<file path="config.mk">
export PLATFORM = sky130hd
export DESIGN_NAME = store_buffer
export DESIGN_NICKNAME = d
export VERILOG_FILES = /design/src/rtl/stb_pkg.sv /design/src/rtl/stb_match.sv /design/src/rtl/store_buffer.sv
export SDC_FILE = /design/constraint.sdc
export NUM_CORES = 2
export LEC_CHECK = 0
export ABC_AREA = 1
export BUFFER_PORTS_ARGS = -buffer_cell sky130_fd_sc_hd__clkbuf_2
export CORE_ASPECT_RATIO = 1.1
export CORE_MARGIN = 2
export CORE_UTILIZATION = 65
export DETAILED_ROUTE_END_ITERATION = 7
export PLACE_DENSITY = 0.87
export SETUP_SLACK_MARGIN = 0.02
export SKIP_LAST_GASP = 1
export SYNTH_ARGS = -nofsm -noshare
export SYNTH_HDL_FRONTEND = slang
export SYNTH_HIERARCHICAL = 1
export SYNTH_SLANG_ARGS = --single-unit
</file>
<file path="constraint.sdc">
create_clock -name clk -period 12.6 [get_ports clk]
set_input_delay 1.26 -clock clk [delete_from_list [all_inputs] [get_ports clk]]
set_output_delay 1.26 -clock clk [all_outputs]
set_load 0.02 [all_outputs]
</file>
<file path="src/rtl/stb_pkg.sv">
`default_nettype none
// ============================================================================
// Module      : stb_pkg
// Description : Shared types and constants for the store buffer.
// Revision    : 1.0 - initial release
// ============================================================================
package stb_pkg;

    localparam int STB_ADDR_W = 32;
    localparam int STB_DATA_W = 32;

    // Forwarding mux inputs beyond the per-entry data inputs.
    localparam logic [4:0] SEL_CACHE = 5'd16;
    localparam logic [4:0] SEL_NONE  = 5'd17;

    typedef struct packed {
        logic                      valid;
        logic [STB_ADDR_W-1:0]     addr;
        logic [STB_DATA_W-1:0]     data;
        logic [STB_DATA_W/8-1:0]   mbe;
    } stb_entry_t;

    typedef enum logic [0:0] {
        IDLE  = 1'b0,
        WRITE = 1'b1
    } drain_state_t;

endpackage : stb_pkg
`default_nettype wire

</file>
<file path="src/rtl/stb_match.sv">
`default_nettype none
// ============================================================================
// Module      : stb_match
// Description : Youngest-first word match search over the store buffer entries.
// Revision    : 1.0 - initial release
// ============================================================================
module stb_match
    import stb_pkg::*;
#(
    parameter int DEPTH = 16,
    parameter int WA_W  = 30,
    parameter int BE_W  = 4,
    parameter int PTR_W = 4
) (
    input  logic [DEPTH-1:0]       valid,
    input  logic [DEPTH*WA_W-1:0]  addr,
    input  logic [DEPTH*BE_W-1:0]  mbe,
    input  logic [PTR_W-1:0]       tail,
    input  logic [WA_W-1:0]        ld_word,
    input  logic [BE_W-1:0]        ld_mbe,
    output logic                   hit,
    output logic                   full_cover,
    output logic [PTR_W-1:0]       index
);

    logic [DEPTH-1:0] w_match;
    logic [DEPTH-1:0] w_rot;
    logic [PTR_W-1:0] w_off;
    logic [BE_W-1:0]  w_hit_mbe;

    always_comb begin
        w_match = '0;
        for (int i = 0; i < DEPTH; i++) begin
            w_match[i] = valid[i] && (addr[i*WA_W +: WA_W] == ld_word)
                         && (|(mbe[i*BE_W +: BE_W] & ld_mbe));
        end
    end

    // After rotation bit j refers to entry tail+j, so bit DEPTH-1 is the youngest.
    for (genvar j = 0; j < DEPTH; j++) begin : g_rot
        assign w_rot[j] = w_match[tail + PTR_W'(j)];
    end

    always_comb begin
        w_off = '0;
        for (int j = 0; j < DEPTH; j++) begin
            if (w_rot[j]) begin
                w_off = PTR_W'(j);
            end
        end
    end

    assign hit        = |w_rot;
    assign index      = tail + w_off;
    assign w_hit_mbe  = mbe[index*BE_W +: BE_W];
    assign full_cover = ((w_hit_mbe & ld_mbe) == ld_mbe);

endmodule : stb_match
`default_nettype wire

</file>
<file path="src/rtl/store_buffer.sv">
`default_nettype none
// ============================================================================
// Module      : store_buffer
// Description : 16-entry FIFO store buffer draining to the D-cache, with load forwarding.
// Revision    : 1.0 - initial release
// ============================================================================
module store_buffer
    import stb_pkg::*;
#(
    parameter int DEPTH  = 16,
    parameter int ADDR_W = 32,
    parameter int DATA_W = 32
) (
    input  logic                    clk,
    input  logic                    rst,
    input  logic                    st_valid,
    input  logic [ADDR_W-1:0]       st_addr,
    input  logic [DATA_W-1:0]       st_data,
    input  logic [DATA_W/8-1:0]     st_mbe,
    output logic                    st_ready,
    output logic                    mem_write,
    output logic [ADDR_W-1:0]       mem_address,
    output logic [DATA_W-1:0]       mem_wdata,
    output logic [DATA_W/8-1:0]     mem_byte_enable,
    input  logic                    mem_resp,
    input  logic                    ld_valid,
    input  logic [ADDR_W-1:0]       ld_addr,
    input  logic [DATA_W/8-1:0]     ld_mbe,
    output logic [4:0]              fwd_sel,
    output logic                    fwd_stall,
    output logic [DEPTH*DATA_W-1:0] ent_data,
    output logic                    empty
);

    localparam int BE_W  = DATA_W / 8;
    localparam int PTR_W = $clog2(DEPTH);
    localparam int CNT_W = PTR_W + 1;
    localparam int WA_W  = ADDR_W - 2;
    localparam logic [CNT_W-1:0] c_full = CNT_W'(DEPTH);

    logic [PTR_W-1:0]        r_head;
    logic [PTR_W-1:0]        r_tail;
    logic [CNT_W-1:0]        r_count;
    logic [DEPTH-1:0]        r_valid;
    logic [DEPTH*WA_W-1:0]   r_addr;
    logic [DEPTH*DATA_W-1:0] r_data;
    logic [DEPTH*BE_W-1:0]   r_mbe;
    drain_state_t            r_state;

    drain_state_t            w_state_next;
    logic [CNT_W-1:0]        w_count_next;
    logic                    w_push;
    logic                    w_pop;
    logic                    w_hit;
    logic                    w_full_cover;
    logic [PTR_W-1:0]        w_idx;
    logic                    w_unused_lowbits;

    // Entries store word addresses only; the byte offset never matters.
    assign w_unused_lowbits = ^{st_addr[1:0], ld_addr[1:0]};

    assign st_ready = (r_count != c_full);
    assign empty    = (r_count == '0);
    assign w_push   = st_valid && st_ready;
    assign w_pop    = (r_state == WRITE) && mem_resp;

    always_comb begin
        w_count_next = r_count;
        case ({w_push, w_pop})
            2'b10:   w_count_next = r_count + CNT_W'(1);
            2'b01:   w_count_next = r_count - CNT_W'(1);
            default: w_count_next = r_count;
        endcase
    end

    always_comb begin
        w_state_next = r_state;
        mem_write    = 1'b0;
        case (r_state)
            IDLE: begin
                if (r_count != '0) begin
                    w_state_next = WRITE;
                end
            end
            WRITE: begin
                mem_write = 1'b1;
                if (w_pop && (w_count_next == '0)) begin
                    w_state_next = IDLE;
                end
            end
            default: w_state_next = IDLE;
        endcase
    end

    assign mem_address     = {r_addr[r_head*WA_W +: WA_W], 2'b00};
    assign mem_wdata       = r_data[r_head*DATA_W +: DATA_W];
    assign mem_byte_enable = r_mbe[r_head*BE_W +: BE_W];
    assign ent_data        = r_data;

    always_ff @(posedge clk) begin
        if (rst) begin
            r_head  <= '0;
            r_tail  <= '0;
            r_count <= '0;
            r_valid <= '0;
            r_state <= IDLE;
        end else begin
            r_state <= w_state_next;
            r_count <= w_count_next;
            if (w_push) begin
                r_tail          <= r_tail + PTR_W'(1);
                r_valid[r_tail] <= 1'b1;
            end
            if (w_pop) begin
                r_head          <= r_head + PTR_W'(1);
                r_valid[r_head] <= 1'b0;
            end
        end
    end

    // Payload is deliberately not reset; valid bits alone qualify it.
    always_ff @(posedge clk) begin
        if (w_push) begin
            r_addr[r_tail*WA_W +: WA_W]     <= st_addr[ADDR_W-1:2];
            r_data[r_tail*DATA_W +: DATA_W] <= st_data;
            r_mbe[r_tail*BE_W +: BE_W]      <= st_mbe;
        end
    end

    stb_match #(
        .DEPTH (DEPTH),
        .WA_W  (WA_W),
        .BE_W  (BE_W),
        .PTR_W (PTR_W)
    ) u_match (
        .valid      (r_valid),
        .addr       (r_addr),
        .mbe        (r_mbe),
        .tail       (r_tail),
        .ld_word    (ld_addr[ADDR_W-1:2]),
        .ld_mbe     (ld_mbe),
        .hit        (w_hit),
        .full_cover (w_full_cover),
        .index      (w_idx)
    );

    always_comb begin
        fwd_sel   = SEL_NONE;
        fwd_stall = 1'b0;
        if (ld_valid) begin
            if (!w_hit) begin
                fwd_sel = SEL_CACHE;
            end else if (w_full_cover) begin
                fwd_sel = 5'(w_idx);
            end else begin
                fwd_sel   = SEL_CACHE;
                fwd_stall = 1'b1;
            end
        end
    end

endmodule : store_buffer
`default_nettype wire

</file>
==> flow_summary.yaml, run 1 <==
yosys:
  synth_top_area_cell: "edfxtp_1"
  synthFlopType: "edfxtp_1"
  synthTopCellsByArea: "edfxtp_1, nor2_1, nand2_1"
  synth.distinct_cells: 60
  netlist.area_leader.share_pct: 47.9
  synth-edff-count: 1056
  synthesis.area_um2: 66200
  yosysWarnings: 6
  ys_ff_latch: 1086
  syn_area_per_cell_um2: 7.67
  yosysSeqAreaShare_pct: 48.8
  async_flop_share_pct: 0
  synth_cells: 8629
outcome:
  toolErrorMsg: "[ERROR GRT-0116] Global routing finished with congestion. Check the congestion regions in the DRC Viewer."
  haltStage: "global routing"
  status: "stopped before the end"
floorplanning:
  die_w_um: 308
  die_y_um: 339
  initial_core_util_pct: 65.7
  num_rows: 122
  num_io_pins: 698
global_routing:
  grt_max_degree: 182
  overflow: 1379
  grt_pass1_vias: 79500
  grt_use_total_pct: 85.7
  grt_pass1_wl_um: 634000
cts:
  clk_root_buffer_cell: "clkbuf_16"
  cts_max_level: 3
  cts_sinks: 1086
  cts_resized: 0
  clockBufferDepth: 3
  cts_buffers: 110
  ctsHoldBuffers: 0
  post-cts-setup-buffer-count: 0
place:
  portBuffers: 691
  dp_hpwl_um: 283000
  globalplace.congestion: 1.39
[cell families after synthesis]
group                      count (synthesis)  synth area share [%]
DFF                                     1086                  48.8
xor gates and xnor gates                 172                  2.30
and+or+nand+nor                         4766                  29.3
AOI/OAI and AO/OA                       1342                  11.1
adders and majority gates                 47                 0.968
buffers and inverters                   1210                  7.36
other                                      1               0.00567
muxes                                      5                0.0756
[cells in the mapped netlist (9+ instances only)]
cell      instances
nor2_1         2071
nand2_1        1871
edfxtp_1       1056
o21ai_0         731
inv_1           549
nand3_1         428
clkbuf_1        385
o22ai_1         314
nand4_1         215
xnor2_1         139
a21oi_1         134
buf_2           112
nor3_1           89
o21ai_1          79
buf_1            69
inv_2            50
ha_1             40
nor4_1           39
xor2_1           32
buf_4            30
dfxtp_1          30
a211oi_1         17
o211ai_1         13
buf_6            10
nor2_4           10
nand2_2           9
[stage by stage]
step	setup slack, ns	hold WS [ns]	area, µm²	cells	util, %
floorplan	5.82	0.425	66200	8630	-
global placement	3.51	0.490	69700	10100	69.2
detailed placement	3.42	0.500	69700	10100	69.2
CTS	3.42	0.512	73600	10300	73.0
[per-layer routing]
metal	track usage, %	GRT overflow
met4	78.8	419
met1	86.6	73
met2	95.5	821
met5	59.0	16
met3	78.9	50
==> run 2: changes to the inputs <==
--- a/config.mk
+++ b/config.mk
@@ -7,12 +7,10 @@
 export LEC_CHECK = 0
 export ABC_AREA = 1
 export BUFFER_PORTS_ARGS = -buffer_cell sky130_fd_sc_hd__clkbuf_2
-export CORE_ASPECT_RATIO = 1.1
 export CORE_MARGIN = 2
-export CORE_UTILIZATION = 65
+export CORE_UTILIZATION = 40
 export DETAILED_ROUTE_END_ITERATION = 7
-export PLACE_DENSITY = 0.87
-export SETUP_SLACK_MARGIN = 0.02
+export PLACE_DENSITY_LB_ADDON = 0.15
 export SKIP_LAST_GASP = 1
 export SYNTH_ARGS = -nofsm -noshare
 export SYNTH_HDL_FRONTEND = slang
==> run 2 against run 1 <==
The flow now finishes, with violations (design-rule violations, max-capacitance violations, max-slew violations). Synthesized area stayed put. Synthesized cell count stayed put.
==> flow_summary.yaml, run 2 <==
outcome:
  status: "finished, violations left"
  violations: "design-rule violations, max-capacitance violations, max-slew violations"
yosys:
  synth_cells: 8629
  yosysWarnings: 6
  async_flop_share_pct: 0
  yosysSeqAreaShare_pct: 48.8
  yosys-top-cells-count: "nor2_1, nand2_1, edfxtp_1, o21ai_0, inv_1"
  netlist.area_leader.share_pct: 47.9
  synthFlopType: "edfxtp_1"
  synthTopCellsByArea: "edfxtp_1, nor2_1, nand2_1"
  synth.distinct_cells: 60
  synth-edff-count: 1056
  syn_area_per_cell_um2: 7.67
  synth_top_area_cell: "edfxtp_1"
  synthesis.area_um2: 66200
  post-synth-top-count-cell: "nor2_1"
  ys_ff_latch: 1086
critical_path:
  crit_arrival_ns: 9.20
  cp_common_cell: "nand2_1"
  cp_max_fo: 34
  r2r-end: "r_addr[5]$_DFFE_PP_"
  slowest_delay_ns: 1.03
  cp-end-kind: "primary output"
  startpoint_type: "input port"
  worstSetupPathType: "in -> out"
  reg2reg_depth: 21
  reg2reg_from: "r_tail[0]$_SDFFE_PP0P_"
  path_buf_inv: 6
  worstPathRequired_ns: 11.34
  path_delay_family: "buffers and inverters"
  reg2reg_slack_ns: 3.89
  slowest_stage: "ha_1"
global_routing:
  overflow: 0
  grt_pass1_vias: 64500
  grt_use_total_pct: 51.3
  grt_max_degree: 206
  grt_pass1_wl_um: 583000
  antenna_found_initial: 36
detailed_routing:
  drc: 1
  dr_wl_met2_um: 172000
  drtPass1Iterations: 8
  top_layer_used: "met5"
  wl_per_cell_um: 39.7
  dr.first_iter.drc_count: 14000
  vias_per_cell: 6.52
  wl_met1_um: 163000
  drt_wl_total_um: 448000
  ant_nets: 0
  vias: 73700
  routed-wl-met3_um: 76800
cts:
  ctsHoldBuffers: 0
  clockBufferDepth: 3
  cts_max_level: 4
  clkTransAtPathRegs_ns: 0.07
  cts_tree: "done"
  cts_resized: 0
  cts_buffers: 132
  cts_sinks: 1086
  post-cts-setup-buffer-count: 0
  clock_latency_ns: 0.80
  clk_root_buffer_cell: "clkbuf_16"
pwr:
  power_switching_uw: 6560
  combPwrFrac_pct: 39.4
  p_int_uw: 7220
  peakVddDrop_mv: 0.173
  total_power_uw: 13800
  seqPwrFrac_pct: 32.2
  switching_share_pct: 47.6
  p_per_area_nw_per_um2: 182
  clockPowerShare_pct: 28.4
  p_leak_uw: 0.0290
job:
  cap_violations: 2
place:
  placedCellCount: 11000
  globalplace.congestion: 1.14
  portBuffers: 691
  dp_hpwl_um: 331000
cells_and_area:
  final_cell_mix: "nor2_1, nand2_1, edfxtp_1"
  drive_above_1_share_pct: 12.8
  nFillCells: 16800
  area_growth_pct: 14.1
  finish.net_count: 9135
  fin_cells: 11300
  final_common_cell: "nor2_1"
  largest_reg_flops: 512
hold_path:
  min_from: "r_valid[2]$_SDFF_PP0_"
  min_to: "r_valid[2]$_SDFF_PP0_"
  hold_path_depth: 2
  hold_class: "reg -> reg"
timing:
  period_needed_ns: 10.46
  slew_headroom_pct: -4.55
  maxSlewViolCount: 8
  fmax_mhz: 95.6
  tns_ns: 0
  rsz0062_at_grt: "no"
  clock_skew_ns: 0.0484
  worst_pin_slew_ns: 1.55
  period_share_pct: 83.0
  setup_viol: 0
  finalHoldViolCount: 0
  whs_ns: 0.489
floorplanning:
  num_rows: 149
  die_y_um: 411
  num_io_pins: 698
  die_w_um: 411
  die-area_um2: 169000
  initial_core_util_pct: 40.2
  core_um2: 165000
[run 2: cell counts after synthesis]
No cell type changed its count.
[run 2: metal layers]
metal | vias up | GRT usage (%)
li1 | 29600 | -
met1 | 35800 | 66.4
met2 | 6966 | 68.3
met3 | 1388 | 23.8
met4 | 28 | 31.9
met5 | - | 1.22
[run 2: per-stage QoR]
step                      utilization [%]  worst slack [ns]  area [µm²]
after floorplan                         -              5.82       66200
after global placement               43.2              2.79       71100
after detailed placement             43.2              2.75       71100
after CTS                            45.8              2.74       75400
after global routing                 45.8              1.92       75500
final                                45.9              2.14       75500
[run 2: worst register-to-register path, stage by stage, from the launching register on]
cell and delay, ns:
dfxtp_4 0.66, buf_4 0.57, inv_2 0.10, buf_4 0.31, ha_2 0.70, ha_1 0.29, fa_1 0.59, inv_1 0.32
nand3_1 0.16, nor2_1 0.20, nand3_1 0.13, nand2_1 0.09, inv_1 0.06, nor2_4 0.07, buf_4 0.43, inv_2 0.51
buf_4 0.42, nor2_4 0.88, inv_1 0.69, nor2_4 0.47, nand2_1 0.11, a211oi_1 0.60
[run 2: power groups by stage]
| stage | sequential, µW | combinational (µW) | clock (µW) |
|---|---|---|---|
| final | 4440 | 5430 | 3910 |
| after global placement | 4470 | 4960 | 0 |
| after detailed placement | 4470 | 4980 | 0 |
| after CTS | 4400 | 4990 | 3880 |
| after global routing | 4410 | 5400 | 4010 |
| after floorplan | 4280 | 2600 | 0 |
[run 2: cells by family (layout without fill, tap and decap cells)]
family	count (synthesis)	count (layout)	synth area share (%)
muxes	5	5	0.0756
buffers and inverters	1210	1663	7.36
AOI/OAI and AO/OA	1342	1342	11.1
and+or+nand+nor	4766	4766	29.3
other	1	31	0.00567
xor gates and xnor gates	172	172	2.30
adders and majority gates	47	47	0.968
DFF	1086	1086	48.8
[run 2: worst max-delay path by stage]
stage	from	to	slack [ns]	cells past startpoint
detailed placement	ld_addr[27]	fwd_sel[3]	2.75	42
global route	ld_addr[27]	fwd_sel[3]	1.92	42
finish	ld_addr[27]	fwd_sel[3]	2.14	42
floorplan	ld_addr[23]	fwd_sel[1]	5.82	43
CTS	ld_addr[27]	fwd_sel[3]	2.74	42
global placement	ld_addr[27]	fwd_sel[3]	2.79	42
[run 2: layout make-up]
class / instances / area (µm²) / area share [%]
sequential: 1086 / 32300 / 42.8
multi-input combinational: 6334 / 29200 / 38.7
inverter: 604 / 2310 / 3.06
antenna: 29 / 72.6 / 0.0961
clock inverter: 83 / 911 / 1.21
timing repair buffer: 821 / 4510 / 5.97
tap: 2189 / 2740 / 3.63
clock buffer: 155 / 3410 / 4.52
No activity file was read; power rests on OpenSTA's default activity.
